==> src/rtl/pk_serializer_pkg.sv <==
// Shared types and constants for the peak/config record serializer.
// Holds the beat-count derivation, FSM encoding and record field beat indices.
package pk_serializer_pkg;

  localparam int IN_WIDTH_DEF  = 512;
  localparam int OUT_WIDTH_DEF = 64;

  function automatic int beats_of(input int in_w, input int out_w);
    return in_w / out_w;
  endfunction

  localparam int BEATS_DEF = IN_WIDTH_DEF / OUT_WIDTH_DEF;

  typedef enum logic {
    IDLE = 1'b0,
    SEND = 1'b1
  } ser_state_t;

  // Beat index of each 64-bit record field, LSW first.
  // Beats 0-3 are the config block, 4-7 the peak block.
  localparam int BEAT_COUNTER_ID = 0;
  localparam int BEAT_CHIRP_CTRL = 1;
  localparam int BEAT_CFG_WORD2  = 2;
  localparam int BEAT_CFG_WORD3  = 3;
  localparam int BEAT_PEAK_0     = 4;
  localparam int BEAT_PEAK_1     = 5;
  localparam int BEAT_PEAK_2     = 6;
  localparam int BEAT_PEAK_NUM   = 7;

endpackage

==> src/rtl/pk_record_fifo.sv <==
// Synchronous record FIFO, WIDTH x DEPTH, registered level and flags.
// Ports: aclk/aresetn, push/wr_data, pop/rd_data, full, empty, level.
module pk_record_fifo #(
  parameter int WIDTH = 512,
  parameter int DEPTH = 4
) (
  input  logic                     aclk,
  input  logic                     aresetn,
  input  logic                     push,
  input  logic [WIDTH-1:0]         wr_data,
  input  logic                     pop,
  output logic [WIDTH-1:0]         rd_data,
  output logic                     full,
  output logic                     empty,
  output logic [$clog2(DEPTH):0]   level
);

  localparam int AW = $clog2(DEPTH);
  localparam int LW = AW + 1;

  logic [WIDTH-1:0] mem [DEPTH];
  logic [AW-1:0]    wr_ptr;
  logic [AW-1:0]    rd_ptr;
  logic             do_push;
  logic             do_pop;

  assign full    = (level == LW'(DEPTH));
  assign empty   = (level == '0);
  assign do_push = push && !full;
  assign do_pop  = pop && !empty;
  assign rd_data = mem[rd_ptr];

  // Storage has no reset so it maps onto distributed/block RAM.
  always_ff @(posedge aclk) begin
    if (do_push) begin
      mem[wr_ptr] <= wr_data;
    end
  end

  // DEPTH is a power of two, so pointers wrap naturally.
  always_ff @(posedge aclk) begin
    if (!aresetn) begin
      wr_ptr <= '0;
      rd_ptr <= '0;
      level  <= '0;
    end else begin
      if (do_push) wr_ptr <= wr_ptr + 1'b1;
      if (do_pop)  rd_ptr <= rd_ptr + 1'b1;
      unique case ({do_push, do_pop})
        2'b10:   level <= level + 1'b1;
        2'b01:   level <= level - 1'b1;
        default: level <= level;
      endcase
    end
  end

endmodule

==> src/rtl/pk_record_serializer.sv <==
// Buffers wide peak/config records and emits each as one packet of OUT_WIDTH
// beats, LSW first, tlast on the final beat. Ports: s_axis_* record input,
// m_axis_* beat output, fifo_level (records queued), records_sent counter.
module pk_record_serializer
  import pk_serializer_pkg::*;
#(
  parameter int IN_WIDTH   = 512,
  parameter int OUT_WIDTH  = 64,
  parameter int FIFO_DEPTH = 4
) (
  input  logic                          aclk,
  input  logic                          aresetn,
  input  logic [IN_WIDTH-1:0]           s_axis_tdata,
  input  logic                          s_axis_tvalid,
  input  logic                          s_axis_tlast,
  output logic                          s_axis_tready,
  output logic [OUT_WIDTH-1:0]          m_axis_tdata,
  output logic                          m_axis_tvalid,
  output logic                          m_axis_tlast,
  output logic [OUT_WIDTH/8-1:0]        m_axis_tkeep,
  input  logic                          m_axis_tready,
  output logic [$clog2(FIFO_DEPTH):0]   fifo_level,
  output logic [31:0]                   records_sent
);

  localparam int BEATS = beats_of(IN_WIDTH, OUT_WIDTH);
  localparam int CW    = (BEATS > 1) ? $clog2(BEATS) : 1;
  localparam logic [CW-1:0] LAST_BEAT = CW'(BEATS - 1);

  ser_state_t            state_q;
  ser_state_t            state_n;
  logic [IN_WIDTH-1:0]   sreg_q;
  logic [IN_WIDTH-1:0]   sreg_n;
  logic [CW-1:0]         cnt_q;
  logic [CW-1:0]         cnt_n;
  logic                  pop;
  logic                  sent_inc;
  logic                  push;
  logic                  fifo_full;
  logic                  fifo_empty;
  logic [IN_WIDTH-1:0]   fifo_rd;
  logic                  unused_tlast;

  // Every input beat is a whole record.
  assign unused_tlast = s_axis_tlast;

  // Ready comes from the registered level only; no pass-through when full.
  assign s_axis_tready = !fifo_full;
  assign push          = s_axis_tvalid && s_axis_tready;

  pk_record_fifo #(
    .WIDTH (IN_WIDTH),
    .DEPTH (FIFO_DEPTH)
  ) u_fifo (
    .aclk    (aclk),
    .aresetn (aresetn),
    .push    (push),
    .wr_data (s_axis_tdata),
    .pop     (pop),
    .rd_data (fifo_rd),
    .full    (fifo_full),
    .empty   (fifo_empty),
    .level   (fifo_level)
  );

  assign m_axis_tvalid = (state_q == SEND);
  assign m_axis_tlast  = m_axis_tvalid && (cnt_q == LAST_BEAT);
  assign m_axis_tdata  = sreg_q[OUT_WIDTH-1:0];
  assign m_axis_tkeep  = '1;

  always_comb begin
    state_n  = state_q;
    sreg_n   = sreg_q;
    cnt_n    = cnt_q;
    pop      = 1'b0;
    sent_inc = 1'b0;
    unique case (state_q)
      IDLE: begin
        if (!fifo_empty) begin
          pop     = 1'b1;
          sreg_n  = fifo_rd;
          cnt_n   = '0;
          state_n = SEND;
        end
      end
      SEND: begin
        if (m_axis_tready) begin
          if (cnt_q != LAST_BEAT) begin
            sreg_n = sreg_q >> OUT_WIDTH;
            cnt_n  = cnt_q + 1'b1;
          end else begin
            sent_inc = 1'b1;
            // Chain straight into the next record: no idle cycle.
            if (!fifo_empty) begin
              pop    = 1'b1;
              sreg_n = fifo_rd;
              cnt_n  = '0;
            end else begin
              state_n = IDLE;
            end
          end
        end
      end
      default: state_n = IDLE;
    endcase
  end

  always_ff @(posedge aclk) begin
    if (!aresetn) begin
      state_q <= IDLE;
      sreg_q  <= '0;
      cnt_q   <= '0;
    end else begin
      state_q <= state_n;
      sreg_q  <= sreg_n;
      cnt_q   <= cnt_n;
    end
  end

  // Written only on a completed packet so the count holds between packets.
  always_ff @(posedge aclk) begin
    if (!aresetn) begin
      records_sent <= '0;
    end else if (sent_inc) begin
      records_sent <= records_sent + 32'd1;
    end
  end

endmodule
==> config.mk <==
export PLATFORM = sky130hd
export DESIGN_NAME = pk_record_serializer
export DESIGN_NICKNAME = d
export VERILOG_FILES = /design/src/rtl/pk_serializer_pkg.sv /design/src/rtl/pk_record_fifo.sv /design/src/rtl/pk_record_serializer.sv
export SDC_FILE = /design/constraint.sdc
export NUM_CORES = 2
export LEC_CHECK = 0
export CAP_MARGIN = 30
export CORE_MARGIN = 4
export CORE_UTILIZATION = 59
export CTS_CLUSTER_DIAMETER = 100
export DETAILED_ROUTE_END_ITERATION = 6
export HOLD_SLACK_MARGIN = 0.1
export PLACE_DENSITY = 0.8
export SYNTH_ARGS = -nofsm -noshare
export SYNTH_HDL_FRONTEND = slang
export SYNTH_HIERARCHICAL = 1
export SYNTH_SLANG_ARGS = --single-unit
==> constraint.sdc <==
create_clock -name aclk -period 24.2 [get_ports aclk]
set_input_delay 7.26 -clock aclk [delete_from_list [all_inputs] [get_ports aclk]]
set_output_delay 7.26 -clock aclk [all_outputs]
set_load 0.01 [all_outputs]
---- Yosys cells after proc, flatten, opt, wreduce, memory -nomap -nowiden ----
Memories as Yosys holds them, arrays and structs flattened. A register that Yosys moved wholly into a read port is not among the register bits.
Cells that the tools add are included.
word-level totals
  register bits ........................... 555
  memory bits (writable) .................. 2048
  bits of input ports ..................... 517
  output and inout bits ................... 110
  memories ................................ 1
operators by class
  $add $sub $neg .......................... 6
  equal/unequal tests ..................... 6
  muxes and demuxes ....................... 23
  bitwise operators ....................... 1
  reduce and logical (&&, ||, !) cells .... 8
memories
  name        depth  bits a word  read ports  clocked after memory_dff  write ports  RTL line              RTL
  u_fifo.mem  4      512          1           1                         1            pk_record_fifo.sv:21  logic [WIDTH-1:0] mem [DEPTH];
operators by type and width
  cell                   number
  $mux 512               3
  $pmux 512 s2           1
  $add 32x1->32 const B  1
  $pmux 3 s2             2
  $mux 1                 10
  $mux 3                 3
  $add 3x1->3 const B    2
  $eq 3x3->1 const B     2
  $add 2x1->2 const B    2
  $logic_and 1x1->1      4
  $mux 2                 2
  $pmux 1 s2             2
  $logic_not 3->1        1
  $ne 3x3->1 const B     1
  $sub 3x1->3 const B    1
  $eq 2x1->1 const B     1
  $eq 2x2->1 const B     1
  $logic_not 1->1        2
  $ne 2x2->1 const B     1
  $reduce_bool 2->1      1
  $not 1->1              1

---- Logic depth before layout (Yosys ltp) ----
  word-level depth ........................ 8
  mapped depth ............................ 13
  depth with buffers taken out ............ 11

---- By module ----
Netlist, hierarchy kept.
modules (own cells, without submodules)
  module                instances  cells each  area an instance (um^2)  sequential area each (um^2)
  pk_record_fifo        1          2728        74412.6                  61679.2
  pk_record_serializer  1          2082        20370.8                  10970.5

---- Worst setup path after synthesis ----
No wires, ideal clock.
  kind .................................... input-to-reg
  start point ............................. input s_axis_tvalid
  end point ............................... memory u_fifo.mem[0][0] (enable)
  library setup time ...................... 943 ps
  data arrival time ....................... 19306 ps
  required time ........................... 23257 ps
  slack ................................... 3951 ps
  stages .................................. 4
  buffers on the path ..................... 1
  path through ............................ nor2b_1 > nor2b_1 > clkbuf_1 > and2_1
between the ends
  longest elaborated chain between the ends .. 4
RTL lines
  what                          RTL line                    RTL
  start: declaration            pk_record_serializer.sv:14  input logic s_axis_tvalid,
  $logic_and 1x1->1             pk_record_serializer.sv:49  assign push = s_axis_tvalid && s_axis_tready;
  $logic_and 1x1->1             pk_record_fifo.sv:29        assign do_push = push && !full;
  $mux 1                        pk_record_fifo.sv:35        if (do_push) begin
  $mux 1 (implied by the code)  pk_record_fifo.sv:36        mem[wr_ptr] <= wr_data;
  end: declaration              pk_record_fifo.sv:21
Every way passes these cells.

---- Final worst setup path ----
  start point ............................. input m_axis_tready
  end point ............................... register sreg_q[120]
between the ends
  longest elaborated chain between the ends .. 1
RTL lines
  what                    RTL line                     RTL
  start: declaration      pk_record_serializer.sv:21   input logic m_axis_tready,
  $ne 2x2->1 (no line)    -
  end signal: assignment  pk_record_serializer.sv:115  sreg_q <= sreg_n;
  end: declaration        pk_record_serializer.sv:32   logic [IN_WIDTH-1:0] sreg_q;
Every way passes these cells.
A chain may end at the register's enable or synchronous reset.

==> impl_metrics.csv <==
group,metric,value,unit
timing,rsz0062_at_grt,"no",
synthesis,synthTopCellsByCount,"2048 x edfxtp_1, 557 x dfxtp_1, 512 x mux4_2",
worst_setup_path,worst_ep_arrival_time,12270,ps
worst_setup_path,cp.required,24970,ps
cts,cts-hold-fix-buffers,0,
synthesis,synthCells,4810,
detailed_routing,drt-initial-drc-count,7779,
floorplanning,die_area,0.167,mm^2
finish,drive_above_1_share,17.5,%
cts,clock-sinks,2605,
finish,finalNetCount,5859,
floorplanning,fp.dieH,409,um
floorplanning,die_w,409,um
floorplanning,start_util,59.6,%
synthesis,synth-seq-cells,2605,
outcome,violations,"design-rule violations",
global_route,grt_overflow,0,
cts,clk_pin_slew,60,ps
power_and_ir_drop,p_sw,3.81,mW
power_and_ir_drop,ir_worst_vdd,0.0968,mV
synthesis,yosysTopAreaCellShare,64.9,%
global_route,grt_pass1_vias,50300,
outcome,status,"finished, violations left",
synthesis,yosysWarnings,6,
flow_run,max-cap-violations,0,
timing,tightestPinTransition,1120,ps
worst_setup_path,startpoint_type,"input port",
global_route,antenna_found_initial,118,
cts,cts_buffers,237,
finish,fin_util,69.4,%
timing,clock.fmax,87.0,MHz
detailed_routing,first_pass_iters,7,
timing,fin_setup_tns,0,ps
cts,clock_latency,900,ps
placed_design,place_congestion,0.763,
floorplanning,rows,146,
synthesis,synth_ff_type,"edfxtp_1",
cts,cts_tree,"built",
timing,postLayoutSetupSlackWorst,12700,ps
detailed_routing,wire_per_inst,28.7,um
detailed_routing,num_vias,50800,
power_and_ir_drop,clkPwrFrac,28.7,%
worst_setup_path,worst-setup-path-type,"input port to register",
synthesis,ys_top_cells_by_area,"edfxtp_1 65%, mux4_2 12%, dfxtp_1 12%, a222oi_1 4.7%, nor2_1 2.0%",
power_and_ir_drop,leakage,35.1,nW
synthesis,synth.most_common_cell,"edfxtp_1",
cts,cts_setup_buffers,0,
worst_setup_path,path_max_fanout,79,
power_and_ir_drop,power_frac_comb,23.2,%
min_path,hp-class,"register to register",
global_route,grt.total_usage,26.5,%
synthesis,syn-cell-area,0.0948,mm^2
placed_design,place_ws,11610,ps
cts,clockBufferDepth,3,
cts,cts_repair_resize_count,0,
finish,final_cells,7778,
global_route,grt_max_degree,156,
floorplanning,core,0.159,mm^2
timing,finalSetupViolCount,0,
detailed_routing,drcViolationCount,22,
timing,hold_viol,0,
placed_design,io_buffers,617,
placed_design,placed_cells,7237,
detailed_routing,vias_per_cell,6.53,
synthesis,synth_edf_count,2048,
synthesis,postSynthAreaPerCell,19.7,um^2
global_route,grt_pass1_wl,331000,um
power_and_ir_drop,p_sw_share,29.5,%
synthesis,synth.largest_area_cell,"edfxtp_1",
timing,hold_ws,460,ps
synthesis,ys_async_sr_fraction,0,%
detailed_routing,wirelength,223000,um
timing,timing.final.crit_period,11500,ps
cts,htree_num_levels,4,
power_and_ir_drop,power_density,117,mW/mm^2
worst_setup_path,endpoint_kind,"register",
detailed_routing,ant_nets,0,
timing,fin_skew,93.1,ps
timing,period_share,47.5,%
cts,cts_root_buffer,"clkbuf_16",
floorplanning,io_pins,627,
timing,drv_slew,0,
synthesis,synth_seq_area_share,76.6,%
timing,max_slew_margin,25.4,%
finish,synthToLayoutAreaGrowth,16.5,%
power_and_ir_drop,seq_power_share,48.0,%
placed_design,hpwlAfterDp,128000,um
synthesis,ys_types,44,
power_and_ir_drop,p_int,9.10,mW
[logic make-up after synthesis]
| logic type | synth area share [%] |
|---|---|
| flip-flops | 76.6 |
| multiplexers | 12.3 |
| XOR/XNOR | 0.129 |
| AND/OR/NAND/NOR | 2.90 |
| AO/OA/AOI/OAI | 5.38 |
| other | 0.00396 |
| adder cells (fa/ha/maj) | 0.127 |
| buffers and inverters | 2.52 |
[layout by cell type (no fill, tap or decap), types with 11 or more instances in the layout]
cell	netlist	layout
nand2_1	100	100
clkinv_1	1	28
clkbuf_16	0	239
a22oi_1	27	27
a21oi_1	52	52
clkbuf_1	222	63
buf_12	0	14
dfxtp_1	557	555
a222oi_1	447	447
clkbuf_8	0	27
nor4_1	11	11
diode_2	0	85
clkinv_2	0	50
mux4_2	512	512
nor2_1	493	490
mux2i_1	11	11
bufinv_16	0	15
xnor2_1	11	11
edfxtp_1	2048	2048
clkdlybuf4s50_1	0	617
inv_1	15	15
buf_4	72	55
[area by class of cell]
class,instances,area [um^2]
antenna,85,213
tap,2146,2690
fill,9464,48700
clock buffer,329,6590
multi-input combinational,1779,19800
timing repair buffer,694,7090
clock inverter,124,1300
sequential,2605,72700
inverter,16,67.6
[stage by stage]
stage               cell area (um^2)  power (mW)
global route                  110000        13.4
finish                        110000        12.9
detailed placement            102000        9.23
global placement              102000        9.07
floorplan                      94800        8.51
CTS                           110000        12.9
[power groups by stage]
stage | logic [mW] | registers [mW] | clock network (mW)
floorplan | 2.25 | 6.25 | 0
global placement | 2.86 | 6.21 | 0
detailed placement | 2.96 | 6.27 | 0
CTS | 3.00 | 6.19 | 3.76
global route | 3.22 | 6.26 | 3.96
finish | 3.00 | 6.20 | 3.71
[routing by layer]
metal | share of wire (%) | vias up | wire, um | global-route usage, %
met2 | 47 | 2997 | 104000 | 39.2
met3 | 12 | 392 | 27600 | 8.12
met5 | 0.22 | - | 491 | 0
met1 | 38 | 26100 | 85800 | 38.4
met4 | 2.5 | 72 | 5590 | 8.33
li1 | - | 21200 | - | -
[registers in the layout, indices dropped and copies added, names as in the netlist, named ones only]
register       count
sreg_q           512
u_fifo/wr_ptr      2
u_fifo/level       3
records_sent      32
m_axis_tvalid      1
cnt_q              3
u_fifo/mem      2048
u_fifo/rd_ptr      2
[critical path: stages]
cell and delay [ps]:
clkdlybuf4s50_1 580, a21boi_0 220, nor2_4 120, buf_4 640
buf_4 270, buf_16 310, buf_4 750, buf_4 890
buf_4 730, a222oi_1 200, nor2_1 150
[path summary, 6_finish.rpt]
check,from,endpoint,slack [ps],depth (start not counted)
setup / recovery,m_axis_tready,sreg_q[120],12700,11
hold / removal,sreg_q[486],sreg_q[486],460,2
setup reg to reg,cnt_q[0],sreg_q[120],18730,10
hold reg to reg,sreg_q[486],sreg_q[486],460,2
Note: power is estimated with default switching activity, not from simulation.
